<file path="src/rtl/demux_pkg.sv">
// Shared definitions for the demux deserializer: default word length and
// the per-lane output FSM encoding.
package demux_pkg;

  // Default number of bits assembled into one word per channel.
  localparam int DEFAULT_WIDTH = 8;

  // Lane output state: EMPTY means no word is held, FULL means the holding
  // register carries a word the consumer has not taken yet.
  typedef enum logic {
    EMPTY = 1'b0,
    FULL  = 1'b1
  } lane_state_t;

  // Width of a bit counter able to count 0..width-1.
  function automatic int cnt_width(input int width);
    return (width > 1) ? $clog2(width) : 1;
  endfunction

endpackage

</file>
<file path="src/rtl/demux_deser_lane.sv">
// One deserializer lane: LSB-first shift register, bit counter, holding
// register with EMPTY/FULL output FSM and a sticky overflow flag.
//
// Handshake: valid/ready. A word moves to the consumer on a rising edge where
// valid=1 and ready=1. Once valid rises it stays high, with data stable, until
// that transfer happens. ready has no effect while valid=0.
module demux_deser_lane
  import demux_pkg::*;
#(
  parameter int WIDTH = DEFAULT_WIDTH
) (
  input  logic             clk,
  input  logic             rst_n,
  input  logic             en,
  input  logic             bit_in,
  input  logic             ready,
  input  logic             clr_ovf,
  output logic [WIDTH-1:0] data,
  output logic             valid,
  output logic             ovf,
  output logic             state_dbg
);

  localparam int CW = cnt_width(WIDTH);
  localparam logic [CW-1:0] LAST = CW'(WIDTH - 1);

  logic [WIDTH-1:0] sr;
  logic [CW-1:0]    cnt;
  lane_state_t      state;

  logic [WIDTH-1:0] word;
  logic             complete;

  // The word as it stands once the current bit has been shifted in; on the
  // last bit of a word this is the finished word.
  assign word     = {bit_in, sr[WIDTH-1:1]};
  assign complete = en && (cnt == LAST);

  // Shift register and bit counter advance only on accepted bits.
  always_ff @(posedge clk or negedge rst_n) begin
    if (!rst_n) begin
      sr  <= '0;
      cnt <= '0;
    end else if (en) begin
      sr  <= word;
      cnt <= complete ? '0 : cnt + 1'b1;
    end
  end

  // Output FSM with holding register; a completed word is dropped (and
  // overflow raised) only when the held word is not being consumed.
  always_ff @(posedge clk or negedge rst_n) begin
    if (!rst_n) begin
      state <= EMPTY;
      data  <= '0;
      ovf   <= 1'b0;
    end else begin
      case (state)
        EMPTY: begin
          if (complete) begin
            data  <= word;
            state <= FULL;
          end
        end
        FULL: begin
          if (complete) begin
            if (ready) begin
              data <= word;
            end
          end else if (ready) begin
            state <= EMPTY;
          end
        end
        default: state <= EMPTY;
      endcase
      // Set has priority over clear so a coincident overflow is never lost.
      if (state == FULL && complete && !ready) begin
        ovf <= 1'b1;
      end else if (clr_ovf) begin
        ovf <= 1'b0;
      end
    end
  end

  assign valid     = (state == FULL);
  assign state_dbg = state;

endmodule

</file>
<file path="src/rtl/demux_deserializer.sv">
// Two-channel deserializer behind an upstream 1:2 demux. The top only steers
// each qualified bit to the lane named by sel; all word assembly, holding and
// overflow tracking live in the lanes.
module demux_deserializer
  import demux_pkg::*;
#(
  parameter int WIDTH = DEFAULT_WIDTH
) (
  input  logic             clk,
  input  logic             rst_n,
  input  logic             bit_valid,
  input  logic             sel,
  input  logic [1:0]       din,
  input  logic             clr_ovf,
  output logic [WIDTH-1:0] ch0_data,
  output logic             ch0_valid,
  input  logic             ch0_ready,
  output logic             ch0_ovf,
  output logic [WIDTH-1:0] ch1_data,
  output logic             ch1_valid,
  input  logic             ch1_ready,
  output logic             ch1_ovf,
  output logic             ch0_state,
  output logic             ch1_state
);

  logic en0;
  logic en1;

  // Only the selected lane sees an enable; din[sel] is the bit for that lane.
  assign en0 = bit_valid & ~sel;
  assign en1 = bit_valid &  sel;

  demux_deser_lane #(.WIDTH(WIDTH)) u_lane0 (
    .clk       (clk),
    .rst_n     (rst_n),
    .en        (en0),
    .bit_in    (din[0]),
    .ready     (ch0_ready),
    .clr_ovf   (clr_ovf),
    .data      (ch0_data),
    .valid     (ch0_valid),
    .ovf       (ch0_ovf),
    .state_dbg (ch0_state)
  );

  demux_deser_lane #(.WIDTH(WIDTH)) u_lane1 (
    .clk       (clk),
    .rst_n     (rst_n),
    .en        (en1),
    .bit_in    (din[1]),
    .ready     (ch1_ready),
    .clr_ovf   (clr_ovf),
    .data      (ch1_data),
    .valid     (ch1_valid),
    .ovf       (ch1_ovf),
    .state_dbg (ch1_state)
  );

endmodule

</file>
<file path="config.mk">
export PLATFORM = sky130hd
export DESIGN_NAME = demux_deserializer
export DESIGN_NICKNAME = d
export VERILOG_FILES = /design/src/rtl/demux_pkg.sv /design/src/rtl/demux_deser_lane.sv /design/src/rtl/demux_deserializer.sv
export SDC_FILE = /design/constraint.sdc
export NUM_CORES = 1
export LEC_CHECK = 0
export CAP_MARGIN = 20
export CORE_MARGIN = 4
export CORE_UTILIZATION = 45
export CTS_CLUSTER_SIZE = 30
export DETAILED_ROUTE_END_ITERATION = 8
export PLACE_DENSITY = 0.73
export SLEW_MARGIN = 10
export SYNTH_ARGS = -nofsm -noshare
export SYNTH_HDL_FRONTEND = slang
export SYNTH_SLANG_ARGS = --single-unit
</file>
<file path="constraint.sdc">
create_clock -name clk -period 2.7 [get_ports clk]
set_input_delay 0.54 -clock clk [delete_from_list [all_inputs] [get_ports clk]]
set_output_delay 0.54 -clock clk [all_outputs]
set_load 0.02 [all_outputs]
</file>
; ---- After elaboration in Yosys (flattened, before gate mapping)
; Index checks and enable logic that the tools add are counted.
[classes]
shifts = 0
addsub = 2
n_lt_le_gt_ge = 0
multipliers = 0
bitwise_logic = 5
mux = 21
eq_ne = 8
n_reduce_logical = 12
n_div = 0
[ops]
columns = cell, n
row1 = two-way mux 8 bit, 6
row2 = one-hot mux 8 bit (2 select lines), 2
row3 = two-way mux 1 bit, 9
row4 = "inequality test 2 bit, second input constant", 4
row5 = "adder 3 x 1 -> 3 bit, second input constant", 2
row6 = "equality test 3 bit, second input constant", 2
row7 = logical AND 1 bit, 6
row8 = two-way mux 3 bit, 2
row9 = AND reduction 3 bit, 2
row10 = "inequality test 2 x 1 -> 1 bit, second input constant", 2
row11 = one-hot mux 1 bit (2 select lines), 2
row12 = nonzero test 2 bit, 2
row13 = NOT 1 bit, 3
row14 = AND 1 bit, 2
row15 = zero test 1 bit, 2
[word_totals]
mem_bits_ro = 0
mem_count = 0
latch_bits = 0
ff_bits = 42
wordCells = 58
out_inout_bits = 22
input_bits = 9
ramBits = 0

; ---- Logic depth before layout (Yosys ltp)
; Gate-level depths: netlist of the first run.
[logic_depth]
depth_word = 6
ltp_mapped = 6
mapped_depth_nobuf = 5

; ---- Modules after synthesis
; From an unflattened synthesis of the first run, not the netlist that was laid out.
[hier_totals]
hier_cells = 106
area_unflattened_um2 = 1690.4
[by_module_without_submodules]
columns = module, area_per_inst_um2, cells_each, n_inst, seq_area_each_um2
row1 = demux_deser_lane, 837.1, 52, 2, 500.5
row2 = demux_deserializer, 16.3, 2, 1, 0.0

; ---- Worst setup path after synthesis of the first run
; OpenSTA, ideal clock, no wires.
[synth_path]
kind = register to register
startpoint = register u_lane1.cnt[0]
endpoint = register u_lane1.data[7]
required_time_ps = 2575
path_buffers = 1
setup_time_ps = 125
synth_period_minus_slack_ps = 1469
path_stages_with_launch = 7
path_slack_ps = 1231
arrival_ps = 1344
path_cell_list = dfrtp_1 ha_1 ha_1 nand3_1 nor2b_1 buf_4 mux2_2
[synth_via]
elab_chain_len = 4
elab_cells_between_ends = 5
cone_classes = eq/ne (3) / reduce/logical (2)
[synth_rtl]
columns = element, line
row1 = start: declaration, demux_deser_lane.sv:28  ; logic [CW-1:0] cnt;
row2 = start signal: assignment, demux_deser_lane.sv:46  ; cnt <= complete ? '0 : cnt + 1'b1;
row3 = equality test 3 bit (*), demux_deser_lane.sv:37  ; assign complete = en && (cnt == LAST);
row4 = logical AND 1 bit (*), demux_deser_lane.sv:37
row5 = inequality test 2 bit (no source line) or inequality test 2 x 1 -> 1 bit (tied branches), -
row6 = AND reduction 3 bit (no source line) (*), -
row7 = end signal: assignment, demux_deser_lane.sv:61  ; data <= word;
row8 = end signal: assignment, demux_deser_lane.sv:68  ; data <= word;
row9 = end: declaration, demux_deser_lane.sv:18  ; output logic [WIDTH-1:0] data,
; Mark *: on every way between the ends. The rest lies on a longest branch, timed or not.
; A chain may end at the register's enable or synchronous reset.

; ---- Worst setup path in the final report of the first run
[layout_path]
startpoint = register u_lane0.state (netlist: u_lane0.state_dbg)
endpoint = output port ch0_valid
[layout_rtl]
columns = element, line
row1 = start: declaration, demux_deser_lane.sv:29  ; lane_state_t state;
row2 = start signal: assignment, demux_deser_lane.sv:54  ; state <= EMPTY;
row3 = start signal: assignment, demux_deser_lane.sv:62  ; state <= FULL;
row4 = start signal: assignment, demux_deser_lane.sv:71  ; state <= EMPTY;
row5 = end: declaration, demux_deserializer.sv:16  ; output logic ch0_valid,
; No word-level cell between the ends.

==> results of run 1 <==
-- through the flow --
step	power, mW	area (um2)	hold slack, ns	worst slack, ns
after floorplan	1.26	1580	0.244	1.23
after global placement	1.51	1910	0.470	0.730
after detailed placement	1.53	1910	0.482	0.692
after CTS	1.83	1970	0.325	0.805
after global routing	1.93	1970	0.357	0.761
final	1.81	1970	0.298	0.841
-- per-layer routing --
layer / GRT usage (%) / part of all wire, % / vias up / routed length, um
li1: - / - / 432 / -
met1: 14.3 / 43 / 433 / 1030
met2: 20.0 / 47 / 24 / 1110
met3: 5.32 / 7.5 / 5 / 179
met4: 6.08 / 2.2 / 0 / 53
met5: 0 / 0 / - / 0
-- layout by cell type (no fill, tap or decap), drive strengths merged --
cell / synthesis / final
o22ai: 2 / 2
nand2b: 5 / 5
clkdlybuf4s50: 0 / 29
nand3b: 1 / 1
a21o: 2 / 2
buf: 6 / 3
mux2: 32 / 32
ha: 4 / 4
nor2b: 2 / 2
nand3: 1 / 1
dfrtp: 40 / 40
clkbuf: 0 / 8
o21ai: 2 / 2
inv: 2 / 2
nor3: 2 / 2
nand2: 5 / 5
-- registers in the layout (all words and copies together) (netlist names), 3 cells and up --
register / flops
u_lane0.sr: 7
u_lane1.cnt: 3
u_lane1.data: 8
u_lane0.cnt: 3
u_lane0.data: 8
u_lane1.sr: 7
-- area by class of cell --
type                    count  share of cell area, %
multi-input cells          58                   27.1
repair buffers             32                   15.8
flip-flops and latches     40                   50.9
well taps                  46                   2.92
inverters                   2                  0.381
clock buffers               8                   2.99
-- where the power goes --
group / switching (mW) / internal, mW / total [mW]
Combinational: 0.250 / 0.340 / 0.590
Clock: 0.171 / 0.129 / 0.300
Sequential: 0.113 / 0.802 / 0.915
Total: 0.534 / 1.27 / 1.81
-- cells by family (layout without fill, tap and decap cells) --
kind of cell	after synthesis	after routing	synth area share, %
flip-flops	40	40	63.3
buffers and inverters	8	42	3.01
AO/OA/AOI/OAI	6	6	2.37
adder cells (fa/ha/maj)	4	4	3.16
AND/OR/NAND/NOR	16	16	5.38
multiplexers	32	32	22.8
-- worst max path at each step --
stage	startpoint	end	slack, ns	cells past startpoint
floorplan	u_lane1.cnt[0]	u_lane1.data[7]	1.23	6
global placement	sel	u_lane0.sr[6]	0.73	3
detailed placement	bit_valid	u_lane1.data[0]	0.69	5
CTS	u_lane1.data[0]	ch1_data[0]	0.80	1
global route	u_lane0.state_dbg	ch0_valid	0.76	1
finish	u_lane0.state_dbg	ch0_valid	0.84	1
-- cells in the mapped netlist, types with 4 or more instances --
library cell	number	area, um2
mux2_2	32	360
nand2b_1	5	31.3
ha_1	4	50.1
buf_4	4	30.0
nand2_1	5	18.8
dfrtp_1	40	1000
==> results.md, run 1 <==
* Register area at 1000 um2
* GRT Overall Usage at 12.5%
* Post-DRT Antenna Nets at 0
* # fillers at 302
* Number of global-route vias before repair at 899
* Crit path cell chain: clkdlybuf4s50_1
* Vias after detailed routing at 894
* 1st-iter DRT viols at 8
* Crit-path slowest cell: clkdlybuf4s50_1
* Share of layout cells above drive strength 1 at 29.3%
* Num Clock Sinks at 40
* Number of hold violations in the final report at 0
* FF-to-FF setup slack at 1.08 ns
* Placed Instances at 178
* Worst skew pair latency at 0.33 ns
* Wire length per cell at 12.7 um
* CTS Root Cell: clkbuf_4
* Fin. max-slew vios at 0
* Initial antenna violation count at 0
* Number of CTS-inserted buffers at 5
* CP Data Required Time at 2.16 ns
* Area of the multi-input gates at 533 um2
* Worst hold-check path type: in2async
* Worst reg2reg startpoint: u_lane1.cnt[0]
* CTS H-Tree Depth at 2
* RePlAce Congestion at 0.683
* Setup Total Neg Slack at 0 ns
* Detailed Place HPWL at 1750 um
* Layout Cells excl Fill at 186
* CTS hold repair buffers at 0
* Setup bufs post-CTS at 0
* RSZ-0062 raised after global routing: false
* Ys Warns at 0
* Inserted Diodes at 0
* Minimum clock period after layout at 1.86 ns
* Clock slew at reported path FFs at 0.10 ns
* Outcome: finished, final reports clean
* Normalized max-slew margin at 43.9%
* Ys flop type: dfrtp_1
* Die area at 4530 um2
* #FFs+latches synth at 40
* Reg2Reg Depth at 6
* Max-cap viol count at 0
* Buf/Inv on CP at 1
* Worst setup EP type: output port
* DR pass1 iterations at 3
* Initial Util at 47.0%
* FF-to-FF End: u_lane1.data[0]
* Post-synth EDFFs at 0
* # rows at 21
* Post-Syn Instances at 106
* Largest net degree at the start of global routing at 41
* Overflow left after global routing at 0
* Synth cell types at 15
* NumNets Final at 152
* First-pass GRT wire length at 4060 um
* CTS resizes at 0
* PD cells at 917 nW/um2
* I/O Pins at 31
* CTS max path bufs at 2
* F_max at 0.538 GHz
* Post-Syn Area at 1580 um2
* Leak Pwr at 0.902 nW
* Buffers added on ports at 30
* Arrival time worst endpoint at 1.32 ns
* Syn_area_per_cell at 14.9 um2
* Worst Skew at 0.00260 ns
* Slowest stage delay, CP at 0.61 ns
* DR DRC count at 0
* Max IR drop VDD at 0.568 mV
* Die Height at 67.3 um
* # setup viols final at 0
* CTS tree: yes
* Least-Margin Pin Slew at 0.842 ns
* Die width at 67.3 um
* Area Overhead vs Synth at 24.4%
* CP Class: reg2out
* Critical path's top delay family: buffers and inverters
* Post-synthesis async set-or-reset flop share at 100%
* Drt total wl at 2370 um
* Core area at 3360 um2
* Mapped Nets at 119
* DR vias/cell at 4.81
* Fin util at 58.5%
* CP startpoint kind: flop
* Worst-path fanout max at 3
* Sequential area share after synthesis at 63.3%
* Final period util at 68.8%
Note: power is estimated with default switching activity, not from simulation.
==> run 2: changes to the inputs <==
==> constraint.sdc (replaced) <==
create_clock -name clk -period 1.9 [get_ports clk]
set_input_delay 0.38 -clock clk [delete_from_list [all_inputs] [get_ports clk]]
set_output_delay 0.38 -clock clk [all_outputs]
set_load 0.02 [all_outputs]
==> results.md, run 2 (synthesis gave the netlist of run 1 again) <==
* RePlAce Congestion at 0.681 (-0.22%)
* Met3 Use GR at 4.83% (-0.50 points)
* Setup Total Neg Slack at 0 ns (unchanged)
* Vias after detailed routing at 908 (+1.6%)
* CTS max path bufs at 2 (unchanged)
* Clock slew at reported path FFs at 0.10 ns (about the same)
* Die width at 67.3 um (unchanged)
* Number of hold violations in the final report at 0 (unchanged)
* Worst-path fanout max at 2 (-1)
* Initial antenna violation count at 0 (unchanged)
* Buffers added on ports at 30 (unchanged)
* CP Depth at 1 (unchanged)
* Worst setup EP type: output port
* CTS tree: yes
* 1st-iter DRT viols at 16 (+8)
* Max IR drop VDD at 0.722 mV (+27%)
* Cell area after placement at 1930 um2 (+1.0%)
* I/O Pins at 31 (unchanged)
* Outcome: finished, final reports clean
* Worst Skew at 0.00423 ns (+0.00162 ns)
* DR pass1 iterations at 4 (+1)
* Commonest non-fill, non-tap cell in the layout: dfrtp_1
* Initial Util at 47.0% (unchanged)
* Crit-path slowest cell: clkdlybuf4s50_1
* Critical path's top delay family: buffers and inverters
* Share of layout cells above drive strength 1 at 29.6% (+0.29 points)
* M2 GR Usage at 20.7% (+0.74 points)
* CTS H-Tree Depth at 2 (unchanged)
* DR DRC count at 0 (unchanged)
* Met1 Use GR at 14.6% (+0.31 points)
* DR vias/cell at 4.83 (+0.49%)
* Slowest stage delay, CP at 0.61 ns (about the same)
* NumNets Final at 154 (+1.3%)
* Number of CTS-inserted buffers at 5 (unchanged)
* Largest net degree at the start of global routing at 41 (unchanged)
* Worst hold-check path type: reg2reg
* CP startpoint kind: flop
* Arrival time worst endpoint at 1.32 ns (about the same)
* Drt total wl at 2480 um (+4.6%)
* Most frequent cells in the layout: dfrtp_1, mux2_2, clkdlybuf4s50_1
* CP Class: reg2out
* Num Clock Sinks at 40 (unchanged)
* Inserted Diodes at 0 (unchanged)
* Post-DRT Antenna Nets at 0 (unchanged)
* Worst skew pair latency at 0.34 ns (about the same)
* Final period util at 89.7%
* Number of global-route vias before repair at 918 (+2.1%)
* Die Height at 67.3 um (unchanged)
* Wire length per cell at 13.2 um (+3.4%)
* Area Overhead vs Synth at 26.3%
* Hold Path Cell Cnt at 2
* Post-route cell area at 2000 um2 (+1.5%)
* Largest regs: u_lane0.data: 8 flops, u_lane1.data: 8 flops
* Least-Margin Pin Slew at 0.534 ns (-0.308 ns)
* PD cells at 1300 nW/um2 (+41%)
* Core area at 3360 um2 (unchanged)
* First-pass GRT wire length at 4170 um (+2.7%)
* Buf/Inv on CP at 1 (unchanged)
* Fin. max-slew vios at 0 (unchanged)
* GRT Overall Usage at 12.7% (+0.21 points)
* # rows at 21 (unchanged)
* # setup viols final at 0 (unchanged)
* Leak Pwr at 0.916 nW (+1.5%)
* Reg2Reg Depth at 6 (unchanged)
* F_max at 0.587 GHz
* CP Data Required Time at 1.52 ns (-0.64 ns)
* Crit path cell chain: clkdlybuf4s50_1
* Overflow left after global routing at 0 (unchanged)
* RSZ-0062 raised after global routing: false
* CTS resizes at 0 (unchanged)
* Max-cap viol count at 0 (unchanged)
* Minimum clock period after layout at 1.70 ns
* Final hold slack at 0.500 ns (+0.202 ns)
* Fin util at 59.4% (+0.89 points)
* Die area at 4530 um2 (unchanged)
* Detailed Place HPWL at 1740 um (-0.51%)
* Normalized max-slew margin at 64.4% (+21 points)
* CTS Root Cell: clkbuf_4
* Busiest grt layer: met2
-- run 2: layout make-up --
cell class,count,area [um2]
inverters,2,7.51
clock buffers,8,58.8
fillers,305,1370
multi-input cells,58,533
repair buffers,34,340
well taps,46,57.6
flip-flops and latches,40,1000
-- run 2: final timing paths --
check                      slack (ns)             from         endpoint
setup / recovery                 0.20  u_lane0.data[1]      ch0_data[1]
hold / removal                   0.50   u_lane0.cnt[2]   u_lane0.cnt[2]
setup reg to reg                 0.29   u_lane0.cnt[0]  u_lane0.data[4]
hold reg to reg                  0.50   u_lane0.cnt[2]   u_lane0.cnt[2]
max in group asynchronous        1.19            rst_n   u_lane1.cnt[0]
min in group asynchronous        0.53            rst_n  u_lane0.data[1]
-- run 2: timing repair --
action	in CTS	in global routing
buffers inserted	0	0
hold buffers	1	0
endpoints found under the hold margin	40	0
-- run 2: stage by stage --
step	power (mW)	std cells	setup WS [ns]
2_1_floorplan	1.79	106	0.431
3_3_place_gp	2.15	179	0.0493
3_5_place_dp	2.19	179	0.0452
4_1_cts	2.64	188	0.164
5_1_grt	2.76	188	0.125
6_report	2.59	188	0.196
-- run 2: routing by layer --
layer,wire length (um),part of all wire (%)
met1,1120,45
met3,131,5.3
met2,1180,48
met4,42,1.7
met5,0,0
-- run 2: power by group --
| part | switching, mW | total, mW | leakage, nW | internal (mW) |
|---|---|---|---|---|
| Clock | 0.251 | 0.434 | 0.0326 | 0.183 |
| Combinational | 0.359 | 0.849 | 0.374 | 0.490 |
| Sequential | 0.166 | 1.31 | 0.509 | 1.14 |
==> run 3: changes to the inputs <==
--- a/config.mk
+++ b/config.mk
@@ -6,6 +6,7 @@
 export NUM_CORES = 1
 export LEC_CHECK = 0
 export CAP_MARGIN = 20
+export CORE_ASPECT_RATIO = 0.9
 export CORE_MARGIN = 4
 export CORE_UTILIZATION = 45
 export CTS_CLUSTER_SIZE = 30
==> results.md, run 3 (synthesis gave the netlist of run 1 again) <==
* Inserted Diodes at 0 (unchanged)
* CTS max path bufs at 2 (unchanged)
* # setup viols final at 0 (unchanged)
* Most frequent cells in the layout: dfrtp_1, mux2_2, clkdlybuf4s50_1
* Die Height at 64.2 um (-4.5%)
* CTS Root Cell: clkbuf_8
* Num Clock Sinks at 40 (unchanged)
* Worst skew pair latency at 0.28 ns (-0.06 ns)
* CTS resizes at 0 (unchanged)
* Worst hold-check path type: in2async
* CTS tree: yes
* Normalized max-slew margin at 65.3% (+0.96 points)
* RePlAce Congestion at 0.671 (-1.5%)
* Number of global-route vias before repair at 975 (+6.2%)
* Drt total wl at 2480 um (about the same)
* Max-cap viol count at 0 (unchanged)
* Outcome: finished, final reports clean
* Vias after detailed routing at 897 (-1.2%)
* Final Worst Setup Slack at 0.251 ns (+0.0551 ns)
* Largest net degree at the start of global routing at 41 (unchanged)
* RSZ-0062 raised after global routing: false
* Layout Cells excl Fill at 185 (-1.6%)
* CP Data Required Time at 2.06 ns (+0.54 ns)
* Detailed Place HPWL at 1760 um (+0.67%)
* DR vias/cell at 4.85 (+0.39%)
* 1st-iter DRT viols at 10 (-6)
* PD cells at 1390 nW/um2 (+7.3%)
* Initial Util at 46.8% (-0.21 points)
* I/O Pins at 31 (unchanged)
* Fin. max-slew vios at 0 (unchanged)
* Number of CTS-inserted buffers at 5 (unchanged)
* Worst Skew at 0.00389 ns (-0.000340 ns)
* Core area at 3380 um2 (+0.45%)
* CP Class: reg2reg
* DR DRC count at 0 (unchanged)
* Clock slew at reported path FFs at 0.07 ns (-0.03 ns)
* Area Overhead vs Synth at 27.8%
* Pre-CTS setup slack at 0.0328 ns (-0.0124 ns)
* Initial antenna violation count at 0 (unchanged)
* DR pass1 iterations at 2 (-2)
* # rows at 20 (-4.8%)
* CP startpoint kind: flop
* Setup bufs post-CTS at 0 (unchanged)
* Worst setup EP type: flop
* Max IR drop VDD at 0.867 mV (+20%)
* NumNets Final at 153 (-0.65%)
* First-pass GRT wire length at 4340 um (+4.2%)
* Share of layout cells above drive strength 1 at 30.5% (+0.92 points)
* Buffers added on ports at 30 (unchanged)
* Minimum clock period after layout at 1.65 ns (-0.0551 ns)
* Overflow left after global routing at 0 (unchanged)
* Total power at 2.81 mW (+8.6%)
* Die area at 4530 um2 (about the same)
* Post-DRT Antenna Nets at 0 (unchanged)
* F_max at 0.606 GHz (+3.3%)
* Final period util at 86.8% (-2.9 points)
* Commonest non-fill, non-tap cell in the layout: dfrtp_1
* CTS hold repair buffers at 0 (-1)
* Final hold slack at 0.139 ns (-0.362 ns)
* Wire length per cell at 13.4 um (+1.7%)
* Least-Margin Pin Slew at 0.520 ns (-0.0144 ns)
* Arrival time worst endpoint at 1.81 ns (+0.49 ns)
* CTS H-Tree Depth at 2 (unchanged)
* Placed Instances at 177 (-1.1%)
* GRT Overall Usage at 12.2% (-0.51 points)
* Die width at 70.5 um (+4.8%)
* Setup Total Neg Slack at 0 ns (unchanged)
* Number of hold violations in the final report at 0 (unchanged)
* Largest regs: u_lane0.data: 8 flops, u_lane1.data: 8 flops
* Worst-path fanout max at 8 (+6)
* Leak Pwr at 0.930 nW (+1.5%)
==> run 3: cell types whose count changed in the layout (fill, tap and decap cells not counted), sizes merged <==
cell / change
clkbuf: -2
dlygate4sd3: -1
clkinv: +1
bufinv: +1
==> run 3: power by group <==
| group | switching (mW) | internal (mW) | total, mW |
|---|---|---|---|
| clock network | 0.267 | 0.389 | 0.656 |
| registers | 0.164 | 1.14 | 1.31 |
| logic | 0.361 | 0.486 | 0.848 |
| total | 0.792 | 2.02 | 2.81 |
==> run 3: cell type report <==
type / count / area (um2)
Sequential cell: 40 / 1000
Clock inverter: 2 / 35.0
Timing Repair Buffer: 33 / 318
Fill cell: 271 / 1360
Tap cell: 44 / 55.1
Inverter: 2 / 7.51
Multi-Input combinational cell: 58 / 533
Clock buffer: 6 / 72.6
==> run 3: path summary, 6_finish.rpt <==
path	start	endpoint	slack [ns]	cells past startpoint
max	u_lane1.cnt[0]	u_lane1.data[0]	0.25	6
min	rst_n	u_lane0.data[0]	0.14	2
max reg2reg	u_lane1.cnt[0]	u_lane1.data[0]	0.25	6
min reg2reg	u_lane0.cnt[2]	u_lane0.cnt[2]	0.50	2
max in group asynchronous	rst_n	u_lane1.data[1]	1.42	2
min in group clk	u_lane0.cnt[2]	u_lane0.cnt[2]	0.50	2
==> run 3: critical path, stage by stage, from the launching register on <==
cell and delay (ns):
dfrtp_1 0.37, ha_1 0.16, ha_1 0.19, nand3_1 0.14, nor2b_1 0.14, buf_4 0.18
mux2_2 0.34
==> run 3: metal layers <==
layer  vias to the layer above  global-route usage (%)  routed length [um]
met4                         0                    5.74                  41
met1                       436                    14.5                1130
met5                         -                       0                   0
met2                        23                    19.7                1140
li1                        434                       -                   -
met3                         4                    4.09                 169
==> run 3: stage by stage <==
step	instance area, um2	util [%]
6_report	2020	59.9
5_1_grt	2020	59.9
4_1_cts	2020	59.9
3_5_place_dp	1910	56.7
3_3_place_gp	1910	56.7
2_1_floorplan	1580	-
